### src/rtl/c4_pkg.sv
// Connect-4 board geometry, sequencer state encoding and the landing-row search
// shared by the game core.
package c4_pkg;
    localparam int ROWS  = 6;
    localparam int COLS  = 7;
    localparam int CELLS = 42;

    typedef logic [ROWS-1:0][COLS-1:0] board_t;

    typedef enum logic [2:0] {SELECT, FALL, COMMIT, CHECK, WIN, DRAW} seq_state_t;

    // Row 0 is the top, so the landing row is the largest empty row index.
    function automatic logic [2:0] landing_row(input board_t occ, input logic [2:0] col);
        logic [2:0] row;
        row = 3'd0;
        for (int r = 0; r < ROWS; r++) begin
            if (!occ[r][col]) row = 3'(r);
        end
        return row;
    endfunction
endpackage

### src/rtl/step_timer.sv
// Purpose: paces the falling-token animation; exists only when DROP_ANIM_EN is defined.
// Latency: tick is asserted on the last of every STEP_CYCLES enabled cycles.
// Backpressure: none; counts freely while enabled, clr restarts the count.
`ifdef DROP_ANIM_EN
module step_timer #(
    parameter int STEP_CYCLES = 8
) (
    input  logic clk,
    input  logic reset,
    input  logic clr,
    input  logic en,
    output logic tick
);
    localparam int CW = (STEP_CYCLES > 1) ? $clog2(STEP_CYCLES) : 1;

    logic [CW-1:0] cnt_q, cnt_d;

    assign tick = en && (cnt_q == CW'(STEP_CYCLES - 1));

    always_comb begin
        cnt_d = cnt_q;
        if (clr) begin
            cnt_d = '0;
        end else if (en) begin
            cnt_d = tick ? '0 : cnt_q + 1'b1;
        end
    end

    always_ff @(posedge clk or posedge reset) begin
        if (reset) cnt_q <= '0;
        else       cnt_q <= cnt_d;
    end
endmodule
`endif

### src/rtl/turn_sequencer.sv
// Purpose: per-move Connect-4 control FSM (cursor, drop animation under DROP_ANIM_EN, commit, win check).
// Latency: cursor +1 cycle; confirm-to-commit (land_row+1)*STEP_CYCLES cycles, or 1 cycle without DROP_ANIM_EN.
// Backpressure: win_req held until win_ack; buttons ignored outside SELECT.
module turn_sequencer
    import c4_pkg::*;
#(
    parameter int STEP_CYCLES = 8,
    parameter int START_COL   = 3
) (
    input  logic       clk,
    input  logic       reset,
    input  logic       left,
    input  logic       right,
    input  logic       confirm,
    input  logic       win_ack,
    input  logic       win_found,
    output board_t     board0,
    output board_t     board1,
    output logic [2:0] position,
    output logic       current_player,
    output logic       fall_valid,
    output logic [2:0] fall_row,
    output logic       reject,
    output logic       win_req,
    output logic       game_over,
    output logic       winner,
    output logic       draw
);
    if (STEP_CYCLES < 1 || START_COL < 0 || START_COL >= COLS) begin : g_bad_params
        $error("turn_sequencer: STEP_CYCLES must be >= 1 and START_COL in 0..6");
    end

    seq_state_t state_q, state_d;
    board_t     board0_q, board0_d, board1_q, board1_d;
    logic [2:0] pos_q, pos_d;
    logic       player_q, player_d;
    logic [5:0] move_cnt_q, move_cnt_d;
    logic [2:0] land_row_q, land_row_d;
    logic       reject_q, reject_d;
    logic       win_req_q, win_req_d;
    logic       game_over_q, game_over_d;
    logic       winner_q, winner_d;
    logic       draw_q, draw_d;

    board_t     occ;
    logic       col_full;
    logic [2:0] land_row;

    assign occ      = board0_q | board1_q;
    assign col_full = occ[0][pos_q];
    assign land_row = landing_row(occ, pos_q);

`ifdef DROP_ANIM_EN
    logic [2:0] fall_row_q, fall_row_d;
    logic       fall_valid_q, fall_valid_d;
    logic       timer_clr;
    logic       step_tick;

    step_timer #(
        .STEP_CYCLES(STEP_CYCLES)
    ) u_step_timer (
        .clk   (clk),
        .reset (reset),
        .clr   (timer_clr),
        .en    (state_q == FALL),
        .tick  (step_tick)
    );

    assign fall_valid = fall_valid_q;
    assign fall_row   = fall_row_q;
`else
    assign fall_valid = 1'b0;
    assign fall_row   = 3'd0;
`endif

    always_comb begin
        state_d     = state_q;
        board0_d    = board0_q;
        board1_d    = board1_q;
        pos_d       = pos_q;
        player_d    = player_q;
        move_cnt_d  = move_cnt_q;
        land_row_d  = land_row_q;
        reject_d    = 1'b0;
        win_req_d   = win_req_q;
        game_over_d = game_over_q;
        winner_d    = winner_q;
        draw_d      = draw_q;
`ifdef DROP_ANIM_EN
        fall_row_d   = fall_row_q;
        fall_valid_d = fall_valid_q;
        timer_clr    = 1'b0;
`endif
        case (state_q)
            SELECT: begin
                if (confirm) begin
                    if (col_full) begin
                        reject_d = 1'b1;
                    end else begin
                        land_row_d = land_row;
`ifdef DROP_ANIM_EN
                        state_d      = FALL;
                        fall_row_d   = 3'd0;
                        fall_valid_d = 1'b1;
                        timer_clr    = 1'b1;
`else
                        state_d = COMMIT;
`endif
                    end
                end else if (left && !right) begin
                    if (pos_q != 3'd0) pos_d = pos_q - 3'd1;
                end else if (right && !left) begin
                    if (pos_q != 3'(COLS - 1)) pos_d = pos_q + 3'd1;
                end
            end
            FALL: begin
`ifdef DROP_ANIM_EN
                if (step_tick) begin
                    if (fall_row_q == land_row_q) begin
                        state_d      = COMMIT;
                        fall_valid_d = 1'b0;
                    end else begin
                        fall_row_d = fall_row_q + 3'd1;
                    end
                end
`else
                state_d = COMMIT;
`endif
            end
            COMMIT: begin
                if (player_q) board1_d[land_row_q][pos_q] = 1'b1;
                else          board0_d[land_row_q][pos_q] = 1'b1;
                move_cnt_d = move_cnt_q + 6'd1;
                win_req_d  = 1'b1;
                state_d    = CHECK;
            end
            CHECK: begin
                if (win_ack) begin
                    win_req_d = 1'b0;
                    if (win_found) begin
                        state_d     = WIN;
                        game_over_d = 1'b1;
                        winner_d    = player_q;
                    end else if (move_cnt_q == 6'(CELLS)) begin
                        state_d     = DRAW;
                        game_over_d = 1'b1;
                        draw_d      = 1'b1;
                    end else begin
                        state_d  = SELECT;
                        player_d = ~player_q;
                        pos_d    = 3'(START_COL);
                    end
                end
            end
            WIN, DRAW: begin
            end
            default: state_d = SELECT;
        endcase
    end

    always_ff @(posedge clk or posedge reset) begin
        if (reset) begin
            state_q     <= SELECT;
            board0_q    <= '0;
            board1_q    <= '0;
            pos_q       <= 3'(START_COL);
            player_q    <= 1'b0;
            move_cnt_q  <= 6'd0;
            land_row_q  <= 3'd0;
            reject_q    <= 1'b0;
            win_req_q   <= 1'b0;
            game_over_q <= 1'b0;
            winner_q    <= 1'b0;
            draw_q      <= 1'b0;
`ifdef DROP_ANIM_EN
            fall_row_q   <= 3'd0;
            fall_valid_q <= 1'b0;
`endif
        end else begin
            state_q     <= state_d;
            board0_q    <= board0_d;
            board1_q    <= board1_d;
            pos_q       <= pos_d;
            player_q    <= player_d;
            move_cnt_q  <= move_cnt_d;
            land_row_q  <= land_row_d;
            reject_q    <= reject_d;
            win_req_q   <= win_req_d;
            game_over_q <= game_over_d;
            winner_q    <= winner_d;
            draw_q      <= draw_d;
`ifdef DROP_ANIM_EN
            fall_row_q   <= fall_row_d;
            fall_valid_q <= fall_valid_d;
`endif
        end
    end

    assign board0         = board0_q;
    assign board1         = board1_q;
    assign position       = pos_q;
    assign current_player = player_q;
    assign reject         = reject_q;
    assign win_req        = win_req_q;
    assign game_over      = game_over_q;
    assign winner         = winner_q;
    assign draw           = draw_q;
endmodule

### config.mk
export PLATFORM = sky130hd
export DESIGN_NAME = turn_sequencer
export DESIGN_NICKNAME = d
export VERILOG_FILES = /design/src/rtl/c4_pkg.sv /design/src/rtl/step_timer.sv /design/src/rtl/turn_sequencer.sv
export SDC_FILE = /design/constraint.sdc
export NUM_CORES = 1
export LEC_CHECK = 0
export BUFFER_PORTS_ARGS = -buffer_cell sky130_fd_sc_hd__buf_4
export CORE_MARGIN = 2
export CORE_UTILIZATION = 54
export DETAILED_ROUTE_END_ITERATION = 12
export PLACE_DENSITY_LB_ADDON = 0.2
export SLEW_MARGIN = 20
export SYNTH_ARGS = -nofsm -noshare
export SYNTH_HDL_FRONTEND = slang
export SYNTH_SLANG_ARGS = --single-unit
### constraint.sdc
create_clock -name clk -period 3.3 [get_ports clk]
set_input_delay 0.165 -clock clk [delete_from_list [all_inputs] [get_ports clk]]
set_output_delay 0.165 -clock clk [all_outputs]
set_load 0.02 [all_outputs]
# Word-level counts from Yosys, hierarchy flattened
# Index checks and enable logic that the tools add are counted.
# W data, S select, Z words.
totals:
  ff_bits: 105
  inputBits: 7
  output_inout_bits: 97
classes:
  addsub: 3
  order_cmp: 4
  eq_ne: 16
  mux: 43
  bitwise: 8
  n_reduce_logical: 22
ops:
  columns: ["op", "count"]
  rows:
  - ["$or A42 B42 Y42", 3]
  - ["$mux W3", 17]
  - ["$demux W7 S3", 1]
  - ["$bmux W1 S3", 6]
  - ["$pmux W3 S5", 1]
  - ["$mux W1", 14]
  - ["$ne A2 B2 Y1 const B", 6]
  - ["$ne A3 B3 Y1 const B", 4]
  - ["$reduce_and A4 Y1", 3]
  - ["$reduce_and A3 Y1", 3]
  - ["$lt A3 B4 Y1 const B", 2]
  - ["$reduce_and A8 Y1", 1]
  - ["$mux W7", 1]
  - ["$add A6 B1 Y6 const B", 1]
  - ["$eq A3 B2 Y1 const B", 2]
  - ["$eq A3 B3 Y1 const B", 2]
  - ["$eq A6 B6 Y1 const B", 1]
  - ["$ge A3 B1 Y1 const B", 2]
  - ["$pmux W3 S2", 1]
  - ["$reduce_and A2 Y1", 3]
  - ["$reduce_bool A2 Y1", 3]
  - ["$not A1 Y1", 5]
  - ["$logic_and A1 B1 Y1", 4]
  - ["$add A3 B1 Y3 const B", 1]
  - ["other kinds (8)", 9]

# Logic depth before layout (Yosys ltp)
logic_depth:
  depth_word: 8
  depth_mapped: 9
  mapped_depth_nobuf: 8

# Worst setup path before layout
# OpenSTA, ideal clock, no wires.
synth_timing:
  path_kind: "register to register"
  startpoint: "register pos_q[0] (netlist: position[0])"
  endpoint: "register pos_q[2] (netlist: position[2])"
  setup_time_ns: 0.119
  arrival_time_ns: 1.874
  required_time_ns: 3.181
  setup_slack_ns: 1.306
  stages_incl_launch_ff: 10
  path_cell_list: "dfstp_2 buf_6 buf_12 buf_8 inv_1 fa_1 xor2_1 nor3_1 mux2i_1 nand2_1"
synth_between:
  elab_chain_cells: 6
  word_cells_on_any_way: 13
  classes_between: "add/sub (2); eq/ne (3); mux (6); reduce/logical (2)"
synth_rtl:
  columns: ["item", "line_no", "rtl"]
  rows:
  - ["start, declared", "turn_sequencer.sv:35", "logic [2:0] pos_q, pos_d;"]
  - ["start signal, assigned", "turn_sequencer.sv:166", "pos_q <= 3'(START_COL);"]
  - ["start signal, assigned", "turn_sequencer.sv:183", "pos_q <= pos_d;"]
  - ["$add A3 B1 Y3", "turn_sequencer.sv:113", "if (pos_q != 3'(COLS - 1)) pos_d = pos_q + 3'd1;"]
  - ["$mux W3", "turn_sequencer.sv:113", null]
  - ["$mux W3", "turn_sequencer.sv:112", "end else if (right && !left) begin"]
  - ["$mux W3", "turn_sequencer.sv:110", "end else if (left && !right) begin"]
  - ["$mux W3", "turn_sequencer.sv:96", "if (confirm) begin"]
  - ["$pmux W3 S2", "turn_sequencer.sv:94", "case (state_q)"]
# Parallel ways exist; a longest one is shown, timed or not. The select of a mux whose other input is x is not followed.
# A chain may end at the register's enable or synchronous reset.

# Worst setup path in the final report
layout_timing:
  startpoint: "register pos_q[0] (netlist: position[0])"
  endpoint: "register land_row_q[0]"
layout_between:
  elab_chain_cells: 7
  word_cells_on_any_way: 19
  classes_between: "mux (17); bitwise (1); reduce/logical (1)"
layout_rtl:
  columns: ["item", "line_no", "rtl"]
  rows:
  - ["$bmux W1 S3", "c4_pkg.sv:17", "if (!occ[r][col]) row = 3'(r);"]
  - ["$mux W1 (not written as such)", "c4_pkg.sv:17", null]
  - ["$mux W1", "c4_pkg.sv:17", null]
  - ["$mux W3 (4 in series)", "c4_pkg.sv:17", null]
  - ["end signal, assigned", "turn_sequencer.sv:186", "land_row_q <= land_row_d;"]
  - ["end, declared", "turn_sequencer.sv:38", "logic [2:0] land_row_q, land_row_d;"]
# Parallel ways exist; a longest one is shown, timed or not. The select of a mux whose other input is x is not followed.

==> flow_metrics.tcl <==
set metrics [dict create \
    multi_input_area_mm2 0.00182 \
    yosysWarnings 0 \
    clock_latency_ns 0.36 \
    synth_top_area_share_pct 55.2 \
    fin_nets 497 \
    cp.required_ns 3.53 \
    cp-end-kind "flop" \
    postSynthCellCount 395 \
    grt_pass1_vias 3574 \
    dr.pass1.iters 4 \
    cp.arrival_ns 2.63 \
    syn_to_final_growth_pct 20.1 \
    synth_seq_cells 105 \
    die-area_mm2 0.00940 \
    status "complete, no violations" \
    min_from "win_found" \
    cts_tree "done" \
    p_leak_uw 0.00295 \
    synth_area_leaders "dfrtp_1, o21bai_1, a21o_1, nor2_1, buf_6" \
    diodes 0 \
    synth_cell_types 66 \
    postCtsResizedCells 0 \
    die_h_um 97.0 \
    core_area_mm2 0.00830 \
    tightest_slew_ns 0.783 \
    fin_skew_ns 0.0106 \
    setup_ws_ns 0.909 \
    drt_wl_total_um 11800 \
    cp_max_fo 32 \
    nFillCells 621 \
    num_io_pins 104 \
    clkSlewWorstSetupHoldPaths_ns 0.10 \
    critPathLaunchType "flop" \
    grt_usage_pct 25.6 \
    vdd_drop_max_v 0.000232 \
    hpwl_um 8440 \
    period_share_pct 72.4 \
    die_w_um 97.0 \
    rows 33 \
    clock_path_buffers 2 \
    powerDensity_mw_per_mm2 396 \
    min_to "draw$_DFFE_PP0P_" \
    yosys-top-cells-count "dfrtp_1, o21bai_1, a21o_1" \
    start_util_pct 56.2 \
    r2r_cells 5 \
    min_period_ns 2.39 \
    r2r_end "land_row_q[0]$_DFFE_PP0P_" \
    synth_area_leader_cell "dfrtp_1" \
    crit_type "flop to flop" \
    h-tree-depth 3 \
    drv_slew 0 \
    grt_pass1_wl_um 19100 \
    hold_class "input pin to flop" \
    drc 0 \
    grt_remaining_overflow 0 \
    antenna_found_initial 0 \
    wire_per_inst_um 19.8 \
    grt_max_degree 57 \
    rsz0062_at_grt "no" \
    hold_depth 2 \
    fmax_mhz 418 \
    setup_violations 0 \
    hold_viol 0 \
    r2r_slack_ns 0.91 \
    drive_above_1_share_pct 29.1 \
    async_flop_share_pct 100 \
    slew_headroom_pct 47.8 \
    syn_area_mm2 0.00467 \
    drv_cap 0 \
    synth.most_common_cell "dfrtp_1" \
    final-seq-area_mm2 0.00263 \
    drtIter0Drc 227 \
    cts.sinks 105 \
    preCtsSetupSlack_ns 0.959 \
    vias_per_cell 6.01 \
    synthFlopType "dfrtp_1" \
    cts-buffers-inserted 9 \
    cts-root-buf "clkbuf_8" \
    syn_area_per_cell_um2 11.8 \
    seq_area_frac_synth_pct 56.3 \
    port_buffers 99 \
    synth_edf_count 0 \
    setup_tns_ns 0 \
    place.gp.congestion 0.841 \
    timing.rr.start "position[0]$_DFFE_PP1P_" \
    ant_nets 0 \
    vias 3580 \
]
-- registers in the layout, summed over array words and instances, names as in the netlist --
name / cells
land_row_q: 3
current_player: 1
board0: 42
draw: 1
move_cnt_q: 6
reject: 1
winner: 1
position: 3
state_q: 3
board1: 42
game_over: 1
win_req: 1
-- routing by layer --
metal  vias up  share of wire (%)  global-route usage (%)
met5         -                  0                       0
met4         0                1.9                    8.23
met3        26                5.0                    4.41
met2       115                 48                    39.9
met1      1840                 46                    36.9
li1       1599                  -                       -
-- worst max-delay path by stage --
stage | startpoint | endpoint | cells after the start
after detailed placement | position[0]$_DFFE_PP1P_ | land_row_q[0]$_DFFE_PP0P_ | 5
after global routing | position[0]$_DFFE_PP1P_ | land_row_q[0]$_DFFE_PP0P_ | 5
after global placement | position[0]$_DFFE_PP1P_ | land_row_q[0]$_DFFE_PP0P_ | 5
after CTS | position[0]$_DFFE_PP1P_ | land_row_q[0]$_DFFE_PP0P_ | 5
after floorplan | reset | board0[0]$_DFFE_PP0P_ | 1
final | position[0]$_DFFE_PP1P_ | land_row_q[0]$_DFFE_PP0P_ | 5
-- kinds of logic after synthesis --
logic type,synth area share [%]
other,0.0803
buffers and inverters,4.90
AO/OA/AOI/OAI,20.6
XOR/XNOR,1.31
flip-flops,56.3
adder cells (fa/ha/maj),1.23
AND/OR/NAND/NOR,14.8
multiplexers,0.670
-- worst max-delay path: stages (launching register included) --
cell and delay, ns:
dfstp_2 0.93, or3_1 0.41, o22ai_1 0.15, or3_1 0.42
a41oi_1 0.23, o32ai_2 0.11
-- cells in the final DEF, fill, tap and decap left out, types with 3 or more instances in the layout --
| cell | netlist | layout |
|---|---|---|
| a211oi_1 | 4 | 4 |
| a21o_1 | 36 | 36 |
| a21oi_1 | 6 | 6 |
| a22oi_1 | 3 | 3 |
| and3b_1 | 4 | 4 |
| buf_4 | 7 | 102 |
| clkbuf_8 | 0 | 10 |
| conb_1 | 1 | 4 |
| dfrtp_1 | 103 | 103 |
| ha_1 | 3 | 3 |
| inv_1 | 9 | 8 |
| nand2_1 | 12 | 12 |
| nand2b_1 | 5 | 5 |
| nand3_1 | 7 | 7 |
| nand4_1 | 4 | 4 |
| nor2_1 | 35 | 35 |
| nor3_1 | 10 | 10 |
| nor3b_1 | 3 | 3 |
| nor3b_2 | 4 | 4 |
| o21ai_0 | 7 | 7 |
| o21bai_1 | 50 | 50 |
| o22ai_1 | 6 | 6 |
| xnor2_1 | 5 | 5 |
-- through the flow --
stage	cells	hold slack, ns	area [um^2]	util [%]	power [uW]
after global placement	579	0.315	5380	64.9	1400
after CTS	596	0.00480	5610	67.5	2220
after floorplan	398	0.261	4680	-	1390
after detailed placement	579	0.325	5380	64.9	1410
after global routing	596	0.00727	5610	67.5	2300
final	596	0.0157	5610	67.5	2220
-- layout make-up --
class	instances	area share, %
flip-flops and latches	105	46.9
clock buffers	10	2.46
inverters	9	0.647
clock inverters	6	1.32
well taps	105	2.34
multi-input cells	258	32.5
repair buffers	103	13.8
-- where the power goes --
part           internal, uW  total [uW]  switching [uW]  leakage (uW)
Combinational          24.2        82.2            58.0       0.00142
Clock                   381         837             456      0.000101
Sequential             1290        1300            10.6       0.00143
Total                  1690        2220             525       0.00295
-- repair_timing --
action | 4_1_cts | 5_1_grt
buffers inserted | 0 | 0
hold endpoints to repair | 52 | 0
hold buffers | 1 | 0
Note: power is estimated with default switching activity, not from simulation.
